$ cat src/rtl/rx_frame_check_if.sv
// Stream bundle for rx_frame_check: gearbox word input, payload output and
// per-frame status strobe.
interface rx_frame_check_if;
    logic [31:0] in_data;
    logic        in_valid;
    logic        in_sop;
    logic        in_eop;
    logic [1:0]  in_mod;

    logic [31:0] out_data;
    logic        out_valid;
    logic        out_sop;
    logic        out_eop;
    logic [1:0]  out_mod;
    logic        out_err;

    logic        stat_valid;
    logic [15:0] stat_len;
    logic        stat_err_sfd;
    logic        stat_err_runt;
    logic        stat_err_giant;
    logic        stat_err_trunc;

    modport master (
        output in_data, in_valid, in_sop, in_eop, in_mod,
        input  out_data, out_valid, out_sop, out_eop, out_mod, out_err,
        input  stat_valid, stat_len, stat_err_sfd, stat_err_runt,
               stat_err_giant, stat_err_trunc
    );

    modport slave (
        input  in_data, in_valid, in_sop, in_eop, in_mod,
        output out_data, out_valid, out_sop, out_eop, out_mod, out_err,
        output stat_valid, stat_len, stat_err_sfd, stat_err_runt,
               stat_err_giant, stat_err_trunc
    );
endinterface

$ cat src/rtl/rx_frame_check.sv
// Strips and validates preamble/SFD from the 32-bit rx word stream, forwards
// DA..FCS with regenerated framing, and reports per-frame length and errors.
//
// state | meaning
// IDLE  | waiting for in_sop
// PRE   | first preamble word seen, expecting SFD word
// DATA  | forwarding payload words, counting length
// DROP  | bad preamble, discarding until in_eop
module rx_frame_check #(
    parameter int MIN_LEN = 64,
    parameter int MAX_LEN = 1518
) (
    input  logic            gmii_clk,
    input  logic            rst,
    rx_frame_check_if.slave fc_io
);

    typedef enum logic [1:0] {IDLE, PRE, DATA, DROP} state_e;

    localparam logic [31:0] PRE_WORD = 32'h5555_5555;
    localparam logic [31:0] SFD_WORD = 32'h5555_55D5;
    localparam logic [15:0] MIN_L    = 16'(MIN_LEN);
    localparam logic [15:0] MAX_L    = 16'(MAX_LEN);

    state_e      state_q, state_d;
    logic [15:0] len_q, len_d;
    logic        first_q, first_d;
    logic        sfd_q, sfd_d;

    logic [31:0] out_data_q, out_data_d;
    logic        out_valid_q, out_valid_d;
    logic        out_sop_q, out_sop_d;
    logic        out_eop_q, out_eop_d;
    logic [1:0]  out_mod_q, out_mod_d;
    logic        out_err_q, out_err_d;

    logic        stat_valid_q, stat_valid_d;
    logic [15:0] stat_len_q, stat_len_d;
    logic        stat_sfd_q, stat_sfd_d;
    logic        stat_runt_q, stat_runt_d;
    logic        stat_giant_q, stat_giant_d;
    logic        stat_trunc_q, stat_trunc_d;

    logic        emit;
    logic [15:0] emit_len;
    logic        emit_sfd;
    logic        emit_trunc;
    logic [2:0]  add;
    logic [16:0] sum;
    logic [15:0] new_len;

    always_comb begin
        state_d      = state_q;
        len_d        = len_q;
        first_d      = first_q;
        sfd_d        = sfd_q;
        out_data_d   = out_data_q;
        out_valid_d  = 1'b0;
        out_sop_d    = 1'b0;
        out_eop_d    = 1'b0;
        out_mod_d    = out_mod_q;
        out_err_d    = out_err_q;
        stat_valid_d = 1'b0;
        stat_len_d   = stat_len_q;
        stat_sfd_d   = stat_sfd_q;
        stat_runt_d  = stat_runt_q;
        stat_giant_d = stat_giant_q;
        stat_trunc_d = stat_trunc_q;
        emit         = 1'b0;
        emit_len     = len_q;
        emit_sfd     = sfd_q;
        emit_trunc   = 1'b0;
        add          = 3'd4;
        sum          = 17'd0;
        new_len      = len_q;

        if (fc_io.in_valid) begin
            if (fc_io.in_sop) begin
                // A sop mid-frame closes the old frame, then restarts sync on this word.
                if (state_q != IDLE) begin
                    emit       = 1'b1;
                    emit_len   = len_q;
                    emit_sfd   = sfd_q;
                    emit_trunc = 1'b1;
                    if (state_q == DATA) begin
                        out_valid_d = 1'b1;
                        out_eop_d   = 1'b1;
                        out_err_d   = 1'b1;
                        out_data_d  = '0;
                        out_mod_d   = '0;
                    end
                end
                len_d   = '0;
                first_d = 1'b0;
                sfd_d   = 1'b0;
                if (fc_io.in_data == PRE_WORD && !fc_io.in_eop) begin
                    state_d = PRE;
                end else begin
                    sfd_d = 1'b1;
                    if (fc_io.in_eop) begin
                        emit       = 1'b1;
                        emit_len   = '0;
                        emit_sfd   = 1'b1;
                        emit_trunc = 1'b0;
                        state_d    = IDLE;
                    end else begin
                        state_d = DROP;
                    end
                end
            end else begin
                case (state_q)
                    IDLE: ;
                    PRE: begin
                        if (fc_io.in_data == SFD_WORD && !fc_io.in_eop) begin
                            state_d = DATA;
                            len_d   = '0;
                            first_d = 1'b1;
                        end else begin
                            sfd_d = 1'b1;
                            if (fc_io.in_eop) begin
                                emit     = 1'b1;
                                emit_len = '0;
                                emit_sfd = 1'b1;
                                state_d  = IDLE;
                            end else begin
                                state_d = DROP;
                            end
                        end
                    end
                    DATA: begin
                        if (fc_io.in_eop && fc_io.in_mod != 2'd0) add = {1'b0, fc_io.in_mod};
                        sum         = {1'b0, len_q} + 17'(add);
                        new_len     = sum[16] ? 16'hFFFF : sum[15:0];
                        len_d       = new_len;
                        first_d     = 1'b0;
                        out_valid_d = 1'b1;
                        out_data_d  = fc_io.in_data;
                        out_sop_d   = first_q;
                        out_eop_d   = fc_io.in_eop;
                        out_mod_d   = fc_io.in_eop ? fc_io.in_mod : 2'd0;
                        out_err_d   = fc_io.in_eop &&
                                      (sfd_q || new_len < MIN_L || new_len > MAX_L);
                        if (fc_io.in_eop) begin
                            emit     = 1'b1;
                            emit_len = new_len;
                            emit_sfd = sfd_q;
                            state_d  = IDLE;
                        end
                    end
                    DROP: begin
                        if (fc_io.in_eop) begin
                            emit     = 1'b1;
                            emit_len = '0;
                            emit_sfd = 1'b1;
                            state_d  = IDLE;
                        end
                    end
                    default: state_d = IDLE;
                endcase
            end
        end

        if (emit) begin
            stat_valid_d = 1'b1;
            stat_len_d   = emit_len;
            stat_sfd_d   = emit_sfd;
            stat_runt_d  = emit_len < MIN_L;
            stat_giant_d = emit_len > MAX_L;
            stat_trunc_d = emit_trunc;
        end
    end

    always_ff @(posedge gmii_clk or posedge rst) begin
        if (rst) begin
            state_q      <= IDLE;
            len_q        <= '0;
            first_q      <= 1'b0;
            sfd_q        <= 1'b0;
            out_data_q   <= '0;
            out_valid_q  <= 1'b0;
            out_sop_q    <= 1'b0;
            out_eop_q    <= 1'b0;
            out_mod_q    <= '0;
            out_err_q    <= 1'b0;
            stat_valid_q <= 1'b0;
            stat_len_q   <= '0;
            stat_sfd_q   <= 1'b0;
            stat_runt_q  <= 1'b0;
            stat_giant_q <= 1'b0;
            stat_trunc_q <= 1'b0;
        end else begin
            state_q      <= state_d;
            len_q        <= len_d;
            first_q      <= first_d;
            sfd_q        <= sfd_d;
            out_data_q   <= out_data_d;
            out_valid_q  <= out_valid_d;
            out_sop_q    <= out_sop_d;
            out_eop_q    <= out_eop_d;
            out_mod_q    <= out_mod_d;
            out_err_q    <= out_err_d;
            stat_valid_q <= stat_valid_d;
            stat_len_q   <= stat_len_d;
            stat_sfd_q   <= stat_sfd_d;
            stat_runt_q  <= stat_runt_d;
            stat_giant_q <= stat_giant_d;
            stat_trunc_q <= stat_trunc_d;
        end
    end

    assign fc_io.out_data       = out_data_q;
    assign fc_io.out_valid      = out_valid_q;
    assign fc_io.out_sop        = out_sop_q;
    assign fc_io.out_eop        = out_eop_q;
    assign fc_io.out_mod        = out_mod_q;
    assign fc_io.out_err        = out_err_q;
    assign fc_io.stat_valid     = stat_valid_q;
    assign fc_io.stat_len       = stat_len_q;
    assign fc_io.stat_err_sfd   = stat_sfd_q;
    assign fc_io.stat_err_runt  = stat_runt_q;
    assign fc_io.stat_err_giant = stat_giant_q;
    assign fc_io.stat_err_trunc = stat_trunc_q;

endmodule

$ cat src/flat_wrapper.sv
// flat-port wrapper written by rule: the top's interface ports become plain ports
module rx_frame_check_flat 
#(
    parameter int MIN_LEN = 64,
    parameter int MAX_LEN = 1518
)
  (gmii_clk, rst, fc_io_in_data, fc_io_in_valid, fc_io_in_sop, fc_io_in_eop, fc_io_in_mod, fc_io_out_data, fc_io_out_valid, fc_io_out_sop, fc_io_out_eop, fc_io_out_mod, fc_io_out_err, fc_io_stat_valid, fc_io_stat_len, fc_io_stat_err_sfd, fc_io_stat_err_runt, fc_io_stat_err_giant, fc_io_stat_err_trunc);
  rx_frame_check_if fc_io_i ();
  input  logic gmii_clk;
  input  logic rst;
  input wire logic [$bits(fc_io_i.in_data)-1:0] fc_io_in_data;
  input wire logic [$bits(fc_io_i.in_valid)-1:0] fc_io_in_valid;
  input wire logic [$bits(fc_io_i.in_sop)-1:0] fc_io_in_sop;
  input wire logic [$bits(fc_io_i.in_eop)-1:0] fc_io_in_eop;
  input wire logic [$bits(fc_io_i.in_mod)-1:0] fc_io_in_mod;
  output wire logic [$bits(fc_io_i.out_data)-1:0] fc_io_out_data;
  output wire logic [$bits(fc_io_i.out_valid)-1:0] fc_io_out_valid;
  output wire logic [$bits(fc_io_i.out_sop)-1:0] fc_io_out_sop;
  output wire logic [$bits(fc_io_i.out_eop)-1:0] fc_io_out_eop;
  output wire logic [$bits(fc_io_i.out_mod)-1:0] fc_io_out_mod;
  output wire logic [$bits(fc_io_i.out_err)-1:0] fc_io_out_err;
  output wire logic [$bits(fc_io_i.stat_valid)-1:0] fc_io_stat_valid;
  output wire logic [$bits(fc_io_i.stat_len)-1:0] fc_io_stat_len;
  output wire logic [$bits(fc_io_i.stat_err_sfd)-1:0] fc_io_stat_err_sfd;
  output wire logic [$bits(fc_io_i.stat_err_runt)-1:0] fc_io_stat_err_runt;
  output wire logic [$bits(fc_io_i.stat_err_giant)-1:0] fc_io_stat_err_giant;
  output wire logic [$bits(fc_io_i.stat_err_trunc)-1:0] fc_io_stat_err_trunc;
  assign fc_io_i.in_data = fc_io_in_data;
  assign fc_io_i.in_valid = fc_io_in_valid;
  assign fc_io_i.in_sop = fc_io_in_sop;
  assign fc_io_i.in_eop = fc_io_in_eop;
  assign fc_io_i.in_mod = fc_io_in_mod;
  assign fc_io_out_data = fc_io_i.out_data;
  assign fc_io_out_valid = fc_io_i.out_valid;
  assign fc_io_out_sop = fc_io_i.out_sop;
  assign fc_io_out_eop = fc_io_i.out_eop;
  assign fc_io_out_mod = fc_io_i.out_mod;
  assign fc_io_out_err = fc_io_i.out_err;
  assign fc_io_stat_valid = fc_io_i.stat_valid;
  assign fc_io_stat_len = fc_io_i.stat_len;
  assign fc_io_stat_err_sfd = fc_io_i.stat_err_sfd;
  assign fc_io_stat_err_runt = fc_io_i.stat_err_runt;
  assign fc_io_stat_err_giant = fc_io_i.stat_err_giant;
  assign fc_io_stat_err_trunc = fc_io_i.stat_err_trunc;
  rx_frame_check #(.MIN_LEN(MIN_LEN), .MAX_LEN(MAX_LEN)) u_core (.gmii_clk(gmii_clk), .rst(rst), .fc_io(fc_io_i));
endmodule
$ cat config.mk
export PLATFORM = sky130hd
export DESIGN_NAME = rx_frame_check_flat
export DESIGN_NICKNAME = d
export VERILOG_FILES = /design/src/rtl/rx_frame_check_if.sv /design/src/rtl/rx_frame_check.sv /design/src/flat_wrapper.sv
export SDC_FILE = /design/constraint.sdc
export NUM_CORES = 1
export LEC_CHECK = 0
export CORE_MARGIN = 5
export CORE_UTILIZATION = 50
export CTS_CLUSTER_SIZE = 8
export DETAILED_ROUTE_END_ITERATION = 12
export DONT_BUFFER_PORTS = 1
export PLACE_DENSITY = 0.7
export SLEW_MARGIN = 20
export SYNTH_ARGS = -nofsm -noshare
export SYNTH_HDL_FRONTEND = slang
export SYNTH_SLANG_ARGS = --single-unit
$ cat constraint.sdc
create_clock -name gmii_clk -period 8.75 [get_ports gmii_clk]
set_clock_uncertainty 0.1 [all_clocks]
set_input_delay 0.4375 -clock gmii_clk [delete_from_list [all_inputs] [get_ports gmii_clk]]
set_output_delay 0.4375 -clock gmii_clk [all_outputs]
set_load 0.05 [all_outputs]
==> flow_metrics.tcl, run 1 <==
set metrics [dict create \
    status "finished, final reports clean" \
    drc 0 \
    switching_share 0.384 \
    numPortBuffers 0 \
    rows 34 \
    syn-cell-area_mm2 0.00438 \
    tightest_slew_ns 1.00 \
    slew_viol_final 0 \
    routed_via_density 6.20 \
    cp_max_fo 10 \
    tns_ns 0 \
    wl_per_cell_um 18.9 \
    p_comb_frac 0.104 \
    grt_max_degree 72 \
    max_stage_delay_ns 0.64 \
    crit_chain "ha_1, fa_1, a21oi_1, nor3_2, a2111oi_2, or3_1, nor4b_4, o311ai_1, o211a_1" \
    cts_buffers 9 \
    yosysSeqAreaShare 0.451 \
    clk_latency_ns 0.35 \
    p_per_area_mw_per_mm2 222 \
    drt_wl_total_um 11100 \
    grt_pass1_wl_um 18000 \
    grt_use_total 0.202 \
    hold_viol_final 0 \
    synth_warnings 0 \
    ys_async_sr_fraction 1.00 \
    rsz0062_at_grt "false" \
    cts_max_level 3 \
    core-area_mm2 0.00864 \
    final_common_cell "dfrtp_1" \
    maxCapViolCount 0 \
    power_frac_seq 0.577 \
    drtAntennaViolNets 0 \
    endpoint_kind "flip-flop" \
    yosysUniqueCellTypes 71 \
    setup_viol 0 \
    ys_top_cells_by_area "dfrtp_1 (45%), nand2_1 (6.8%), o21ai_0 (6.4%)" \
    max_freq_mhz 303 \
    clock_power_share 0.319 \
    syn_to_final_growth_pct 6.37 \
    synth_fp_nets 539 \
    switchingPower_w 0.000398 \
    dp_hpwl_um 7940 \
    cts_resized 0 \
    finalNetCount 520 \
    die_x_um 104 \
    hp-class "in -> reg" \
    p_leak_nw 1.98 \
    ys.flop_type "dfrtp_1" \
    grt.overflow.total 0 \
    layout_min_cycle_time_ns 3.30 \
    period_share 0.378 \
    mostFrequentLayoutCells "dfrtp_1 (79), nand2_1 (78), o21ai_0 (56), nand2b_1 (34), nor2_1 (25)" \
    cts_setup_buffers 0 \
    initial_utilization 0.507 \
    start_kind "flip-flop" \
    drt_iter0_drc 320 \
    antenna_found_initial 0 \
    die_area_mm2 0.0107 \
    ir_drop_mv 0.126 \
    fin_util 0.540 \
    dieHeight_um 104 \
    clock_path_buffers 2 \
    ys_ff_latch 79 \
    cp.required_ns 8.87 \
    vias 3652 \
    hold_buffers 1 \
    clkSinkCount 79 \
    synth.avg_cell_area_um2 8.83 \
    p_int_w 0.000637 \
    layout-drive-gt1-share 0.0811 \
    critPathKind "reg -> reg" \
    gp_congestion 0.948 \
    synth_edf_count 0 \
    slowest_stage "a21oi_1" \
    ioPinCount 98 \
    synth_top_area_frac 0.451 \
    crit_arrival_ns 3.43 \
    ctsRootBufferMaster "clkbuf_8" \
    relSlewSlack 0.328 \
    path_clk_slew_ns 0.09 \
    cts_tree "done" \
    grt_pass1_vias 3401 \
    synthesis.instances 496 \
    yosysTopAreaCell "dfrtp_1" \
    drt_first_pass_iters 5 \
    antenna_cells 0 \
]
==> registers in the layout, indices dropped and copies added (netlist names), 2 cells and up <==
name                   cells
u_core.fc_io.out_mod       2
u_core.len_q              16
u_core.fc_io.stat_len     16
u_core.fc_io.out_data     32
u_core.state_q             2
==> logic make-up after synthesis <==
kind of cell	synth area share
AO/OA/AOI/OAI	0.218
XOR/XNOR	0.0120
adder cells (fa/ha/maj)	0.0131
buffers and inverters	0.0474
flip-flops	0.451
multiplexers	0.00743
AND/OR/NAND/NOR	0.251
==> power by group through the flow <==
stage / Sequential (W) / Combinational, W / Clock [W]
after floorplan: 0.000589 / 0.0000936 / 0
after global placement: 0.000604 / 0.000104 / 0
after detailed placement: 0.000605 / 0.000108 / 0
after global routing: 0.000602 / 0.000124 / 0.000351
final: 0.000596 / 0.000108 / 0.000330
after CTS: 0.000598 / 0.000108 / 0.000336
==> routing by layer <==
metal,GRT usage,wire (µm),up-vias,share of wire
met5,0,0,-,0
li1,-,-,1734,-
met4,0.0562,177,0,0.016
met3,0.0572,837,18,0.075
met2,0.306,5020,154,0.45
met1,0.284,5080,1746,0.46
==> final cells by class <==
cell class	instances	area [µm²]
Fill cell	798	3980
Multi-Input combinational cell	365	2200
Sequential cell	79	1980
Tap cell	108	135
Clock buffer	9	124
Clock inverter	6	116
Inverter	16	61.3
Timing Repair Buffer	6	47.5
==> cells in the mapped netlist, types with 3 or more instances <==
master	n
and3_1	4
a31oi_1	7
nand4b_1	3
o211ai_1	4
a21oi_1	23
o31ai_1	6
nand4_1	5
xnor2_1	3
nor4bb_1	3
o41ai_1	3
o21ai_1	7
inv_1	15
nand3_1	9
nand2b_1	34
a21o_1	4
or3_1	3
xor2_1	3
ha_1	3
clkbuf_1	26
nor4_1	3
dfrtp_1	79
nor3_1	11
buf_2	10
nor2_1	25
o22ai_1	4
a22o_1	6
and4_1	3
or4_1	3
o21ai_0	56
and2_1	4
nand2_1	79
a22oi_1	3
==> per-stage QoR <==
stage	power, W	setup WS (ns)	hold slack [ns]	std cells	instance area [µm²]
floorplan	0.000682	5.57	0.369	496	4380
global placement	0.000708	5.37	0.279	573	4410
detailed placement	0.000713	5.30	0.290	573	4410
CTS	0.00104	5.48	0.0505	589	4660
global route	0.00108	5.25	0.0532	589	4660
finish	0.00103	5.45	0.0672	589	4660
==> worst paths after layout <==
| kind | depth (start not counted) | from | slack [ns] | endpoint |
|---|---|---|---|---|
| setup / recovery | 9 | u_core.len_q[0] | 5.45 | u_core.fc_io.stat_err_giant |
| hold / removal | 1 | fc_io_in_valid | 0.07 | u_core.first_q |
| hold reg to reg | 2 | u_core.len_q[0] | 0.43 | u_core.len_q[0] |
| setup reg to reg | 9 | u_core.len_q[0] | 5.45 | u_core.fc_io.stat_err_giant |
| max in group asynchronous | 3 | rst | 7.08 | u_core.len_q[3] |
| min in group asynchronous | 2 | rst | 0.47 | u_core.fc_io.out_valid |
==> worst max-delay path, delay by kind of cell (launching register included) <==
family	cells	cell delay, ns
fa+ha+maj	2	0.66
compound gates	4	1.37
flops	1	0.41
simple gates	3	0.63
No activity file was read; power rests on OpenSTA's default activity.
==> run 2, diff against run 1 <==
--- a/config.mk
+++ b/config.mk
@@ -5,6 +5,7 @@
 export SDC_FILE = /design/constraint.sdc
 export NUM_CORES = 1
 export LEC_CHECK = 0
+export ABC_AREA = 1
 export CORE_MARGIN = 5
 export CORE_UTILIZATION = 50
 export CTS_CLUSTER_SIZE = 8
==> constraint.sdc (replaced) <==
create_clock -name gmii_clk -period 3.1 [get_ports gmii_clk]
set_clock_uncertainty 0.1 [all_clocks]
set_input_delay 0.155 -clock gmii_clk [delete_from_list [all_inputs] [get_ports gmii_clk]]
set_output_delay 0.155 -clock gmii_clk [all_outputs]
set_load 0.05 [all_outputs]
==> run 2 against run 1 <==
Worst hold slack got worse by 0.024 ns. Die area up 0.20%. Via count grew 11%. Final area rose by 9.8%. First-iteration DRC count down 6.3%. Clock-buffer cell count grew 2. Combinational power rose to 4.6 times the previous value.
==> flow_metrics.tcl, run 2 <==
set metrics [dict create \
    multi_input_area_mm2 0.00204 \
    path_clk_slew_ns 0.09 \
    power_frac_seq 0.629 \
    setup_viol 0 \
    crit_buf_inv 2 \
    slowest_stage "dlygate4sd3_1" \
    syn_to_final_growth_pct 16.6 \
    vias 4055 \
    p_int_w 0.00199 \
    grt_max_degree 38 \
    met1_usage 0.303 \
    critPathKind "in -> reg" \
    dieHeight_um 104 \
    p_comb_frac 0.131 \
    syn-cell-area_mm2 0.00439 \
    cts_tree "done" \
    layout_min_cycle_time_ns 2.83 \
    drt_wl_total_um 12300 \
    max_freq_mhz 353 \
    switchingPower_w 0.00181 \
    numPortBuffers 0 \
    synthesis.instances 585 \
    final_common_cell "nand2_1" \
    start_kind "input pin" \
    yosysSeqAreaShare 0.450 \
    clkSinkCount 79 \
    core-area_mm2 0.00864 \
    tightest_slew_ns 0.614 \
    path_delay_family "simple AND/OR/NAND/NOR gates" \
    clk_latency_ns 0.36 \
    mostFrequentLayoutCells "nand2_1 (181), dfrtp_1 (79), inv_1 (69), nand3_1 (40), dlygate4sd3_1 (40)" \
    relSlewSlack 0.589 \
    initial_utilization 0.508 \
    ir_drop_mv 0.429 \
    met2_usage 0.373 \
    antenna_cells 0 \
    crit_arrival_ns 2.98 \
    dp_hpwl_um 8620 \
    cts_resized 0 \
    hold_buffers 40 \
    clock_power_share 0.240 \
    die_area_mm2 0.0108 \
    ioPinCount 98 \
    period_share 0.914 \
    synth_fp_nets 628 \
    crit_chain "dlygate4sd3_1, nand2_1, inv_1, ha_1, fa_1, nand2_1, nand2_1, nand2_1, nor2_4, nand2_2, nand3_1, a21oi_1, nor2_1, nand2_1, nand2_1, a21oi_2, nand2_1" \
    drtAntennaViolNets 0 \
    worst_path_most_repeated_cell "nand2_1" \
    antenna_found_initial 0 \
    largest_reg_flops 32 \
    grt_pass1_wl_um 20200 \
    cts_max_level 3 \
    drt_iter0_drc 300 \
    yosysUniqueCellTypes 35 \
    synth_edf_count 0 \
    ys_async_sr_fraction 1.00 \
    ctsRootBufferMaster "clkbuf_8" \
    fin_util 0.593 \
    p_leak_nw 2.61 \
    synthMostInstantiatedCell "nand2_1" \
    hp-class "in -> reg" \
    routed_via_density 5.52 \
    switching_share 0.477 \
    max_stage_delay_ns 0.68 \
    clock_path_buffers 2 \
    wl_per_cell_um 16.7 \
    cts_buffers 9 \
    layout-drive-gt1-share 0.116 \
    synth.avg_cell_area_um2 7.51 \
    drc 0 \
    drt_first_pass_iters 5 \
    seqCellArea_mm2 0.00198 \
    gp_congestion 0.940 \
    power_w 0.00380 \
    ys_ff_latch 79 \
    yosysTopAreaCell "dfrtp_1" \
    synth_top_area_frac 0.450 \
    use_met3 0.0491 \
    fill_cells 745 \
    p_per_area_mw_per_mm2 742 \
    netlist_top_cells_count "nand2_1 (181), dfrtp_1 (79), inv_1 (70)" \
    endpoint_kind "flip-flop" \
    ys_top_cells_by_area "dfrtp_1 (45%), nand2_1 (15%), inv_1 (6.0%)" \
    rows 34 \
    grt_pass1_vias 3919 \
    synth_warnings 0 \
    cp_max_fo 8 \
    die_x_um 104 \
    hold_viol_final 0 \
    busiest_layer "met2" \
    rsz0062_at_grt "false" \
    slew_viol_final 0 \
    finalNetCount 665 \
    maxCapViolCount 0 \
    cp.required_ns 3.24 \
    grt_use_total 0.228 \
    ys.flop_type "dfrtp_1" \
    cts_setup_buffers 0 \
    tns_ns 0 \
    grt.overflow.total 0 \
    status "finished, final reports clean" \
]
==> run 2: per-stage QoR <==
stage	hold slack [ns]	cell area [µm²]	setup slack, ns	instances
after floorplan	0.188	4390	0.822	585
after global placement	-0.0727	4480	0.618	679
after detailed placement	-0.0712	4480	0.566	679
after CTS	0.0353	5120	0.313	735
after global routing	0.102	5120	0.0575	735
final	0.0431	5120	0.267	735
==> run 2: kinds of logic (layout without fill, tap and decap cells) <==
group / after synthesis / count (layout) / synth area share
AND/OR/NAND/NOR: 327 / 327 / 0.345
adder cells (fa/ha/maj): 4 / 4 / 0.0131
buffers and inverters: 97 / 139 / 0.0861
AO/OA/AOI/OAI: 76 / 76 / 0.101
flip-flops: 79 / 79 / 0.450
XOR/XNOR: 2 / 2 / 0.00399
==> run 2: worst paths after layout <==
kind / cells after the start / from / end / slack, ns
worst max register to register: 8 / u_core.state_q[1] / u_core.fc_io.stat_err_trunc / 0.46
worst min register to register: 2 / u_core.first_q / u_core.fc_io.out_sop / 0.41
worst max-delay path: 17 / fc_io_in_eop / u_core.fc_io.stat_err_giant / 0.27
max in group asynchronous: 3 / rst / u_core.len_q[0] / 2.03
min in group asynchronous: 2 / rst / u_core.fc_io.out_data[28] / 0.12
worst min-delay path: 4 / fc_io_in_data[7] / u_core.state_q[1] / 0.04
==> run 2: routing by layer <==
| metal | vias to the layer above | wire, µm |
|---|---|---|
| met1 | 1928 | 5350 |
| met5 | - | 0 |
| met3 | 22 | 777 |
| met2 | 157 | 5940 |
| li1 | 1948 | - |
| met4 | 0 | 197 |
==> run 2: area by class of cell <==
cell class / instances / area share
Sequential cell: 79 / 0.386
Timing Repair Buffer: 45 / 0.0856
Tap cell: 108 / 0.0264
Multi-Input combinational cell: 409 / 0.398
Inverter: 78 / 0.0575
Clock buffer: 11 / 0.0296
Clock inverter: 5 / 0.0169
==> run 2: power groups by stage <==
| stage | Clock [W] | Sequential [W] | Combinational [W] |
|---|---|---|---|
| 2_1_floorplan | 0 | 0.00233 | 0.000365 |
| 3_3_place_gp | 0 | 0.00241 | 0.000429 |
| 3_5_place_dp | 0 | 0.00241 | 0.000445 |
| 4_1_cts | 0.000922 | 0.00239 | 0.000495 |
| 5_1_grt | 0.000958 | 0.00242 | 0.000572 |
| 6_report | 0.000911 | 0.00239 | 0.000497 |
==> run 2: worst min-delay path, delay by kind of cell <==
family / cells / cell delay (ns)
AOI/OAI and AO/OA: 2 / 0.22
and+or+nand+nor: 2 / 0.09
==> run 3, diff against run 2 <==
--- a/config.mk
+++ b/config.mk
@@ -12,6 +12,7 @@
 export DETAILED_ROUTE_END_ITERATION = 12
 export DONT_BUFFER_PORTS = 1
 export PLACE_DENSITY = 0.7
+export RECOVER_POWER = 25
 export SLEW_MARGIN = 20
 export SYNTH_ARGS = -nofsm -noshare
 export SYNTH_HDL_FRONTEND = slang
==> run 3 against run 2 <==
Sequential share of layout area is 0.066 points higher. Final cell count unchanged. Worst hold slack worse by 0.0034 ns. Combinational power barely moved. Routed wire length about the same.
==> flow_metrics.tcl, run 3 (synthesis results as in run 2) <==
set metrics [dict create \
    dieHeight_um 104 \
    setup_viol 0 \
    crit_arrival_ns 2.99 \
    max_freq_mhz 351 \
    wl_per_cell_um 16.7 \
    switchingPower_w 0.00181 \
    critPathKind "in -> reg" \
    initial_utilization 0.508 \
    syn_to_final_growth_pct 16.4 \
    clkSinkCount 79 \
    period_share 0.919 \
    vias 4057 \
    power_w 0.00380 \
    cts_max_level 3 \
    cts_tree "done" \
    cp_max_fo 8 \
    final_cells 735 \
    drc 0 \
    start_kind "input pin" \
    mostFrequentLayoutCells "nand2_1 (181), dfrtp_1 (79), inv_1 (69)" \
    final_common_cell "nand2_1" \
    r2r_end "u_core.fc_io.stat_err_trunc" \
    layout_min_cycle_time_ns 2.85 \
    ctsRootBufferMaster "clkbuf_8" \
    grt_max_degree 38 \
    min_to "u_core.state_q[1]" \
    ir_drop_mv 0.429 \
    p_comb_frac 0.130 \
    clk_latency_ns 0.36 \
    slew_viol_final 0 \
    antenna_cells 0 \
    fin_util 0.592 \
    hold_viol_final 0 \
    largest_reg_flops 32 \
    drt_first_pass_iters 5 \
    r2r_cells 8 \
    relSlewSlack 0.108 \
    switching_share 0.477 \
    rr_startpoint "u_core.state_q[1]" \
    grt_use_total 0.228 \
    grt.overflow.total 0 \
    core-area_mm2 0.00864 \
    dp_hpwl_um 8620 \
    fill_cells 748 \
    crit_start "fc_io_in_eop" \
    status "finished, final reports clean" \
    maxCapViolCount 0 \
    ioPinCount 98 \
    holdPathStages 4 \
    endpoint_kind "flip-flop" \
    cp.required_ns 3.24 \
    grt_pass1_wl_um 20200 \
    drt_wl_total_um 12300 \
    p_leak_nw 2.60 \
    numPortBuffers 0 \
    cts_buffers 9 \
    drt_iter0_drc 321 \
    finalNetCount 665 \
    tns_ns 0 \
    clock_path_buffers 2 \
    routed_via_density 5.52 \
    reg2reg_slack_ns 0.47 \
    clock_power_share 0.240 \
    hold_start "fc_io_in_data[7]" \
    path_clk_slew_ns 0.09 \
    p_per_area_mw_per_mm2 743 \
    cts_setup_buffers 0 \
    drtAntennaViolNets 0 \
    p_int_w 0.00199 \
    layout-drive-gt1-share 0.113 \
    rows 34 \
    hp-class "in -> reg" \
    rsz0062_at_grt "false" \
    tightest_slew_ns 1.34 \
    antenna_found_initial 0 \
    whs_ns 0.0397 \
    die_area_mm2 0.0108 \
    gp_congestion 0.940 \
    die_x_um 104 \
    grt_pass1_vias 3919 \
    power_frac_seq 0.629 \
    dpl.cell_count 679 \
]
[run 3: cell types whose count changed in the layout (fill, tap and decap cells not counted)]
cell	previous run	this run
buf_4	5	3
clkinvlp_2	0	1
nor2_2	6	5
nor2_1	39	40
clkbuf_1	0	1
clkbuf_2	0	1
clkinv_2	1	0
[run 3: worst max path at each step]
stage / depth (start not counted) / endpoint
2_1_floorplan: 1 / u_core.fc_io.out_data[0]
3_3_place_gp: 14 / u_core.fc_io.stat_err_giant
3_5_place_dp: 14 / u_core.fc_io.stat_err_giant
4_1_cts: 17 / u_core.fc_io.stat_err_giant
5_1_grt: 16 / u_core.fc_io.stat_err_giant
6_report: 16 / u_core.fc_io.stat_err_giant
[run 3: routing by layer]
metal | global-route usage | share of wire | vias to the layer above
li1 | - | - | 1948
met1 | 0.303 | 0.43 | 1933
met2 | 0.373 | 0.49 | 155
met3 | 0.0491 | 0.064 | 21
met4 | 0.0694 | 0.014 | 0
met5 | 0 | 0 | -
[run 3: repair_timing]
item,in CTS,in global routing
resized for setup,0,0
hold buffers,40,0
setup endpoints to repair,0,0
endpoints found under the hold margin,87,0
[run 3: critical path, cell delays in order]
cell           delay, ns
dlygate4sd3_1       0.74
nand2_1             0.12
inv_1               0.13
nor2_1              0.07
ha_1                0.36
nand3_1             0.19
a21oi_1             0.35
nand2_1             0.09
nand2_1             0.08
nand3_2             0.11
nand2_1             0.09
nand2_1             0.07
a21oi_1             0.20
nand3_1             0.10
nand2_1             0.07
nand2_1             0.06
[run 3: per-stage QoR]
| step | setup WS (ns) | area, µm² |
|---|---|---|
| after floorplan | 0.822 | 4390 |
| after detailed placement | 0.566 | 4480 |
| after CTS | 0.313 | 5120 |
| after global placement | 0.618 | 4480 |
| final | 0.252 | 5110 |
| after global routing | 0.0575 | 5110 |
[run 3: power groups by stage]
stage	Sequential, W	Combinational, W	Clock [W]
after global routing	0.00242	0.000571	0.000958
after CTS	0.00239	0.000495	0.000922
after floorplan	0.00233	0.000365	0
final	0.00239	0.000495	0.000911
after detailed placement	0.00241	0.000445	0
after global placement	0.00241	0.000429	0
[run 3: cell type report]
cell class / count / area [µm²] / share of cell area
clock buffer: 11 / 151 / 0.0296
tap: 108 / 135 / 0.0265
sequential: 79 / 1980 / 0.387
inverter: 78 / 294 / 0.0576
multi-input combinational: 409 / 2030 / 0.398
clock inverter: 5 / 86.3 / 0.0169
timing repair buffer: 45 / 432 / 0.0845
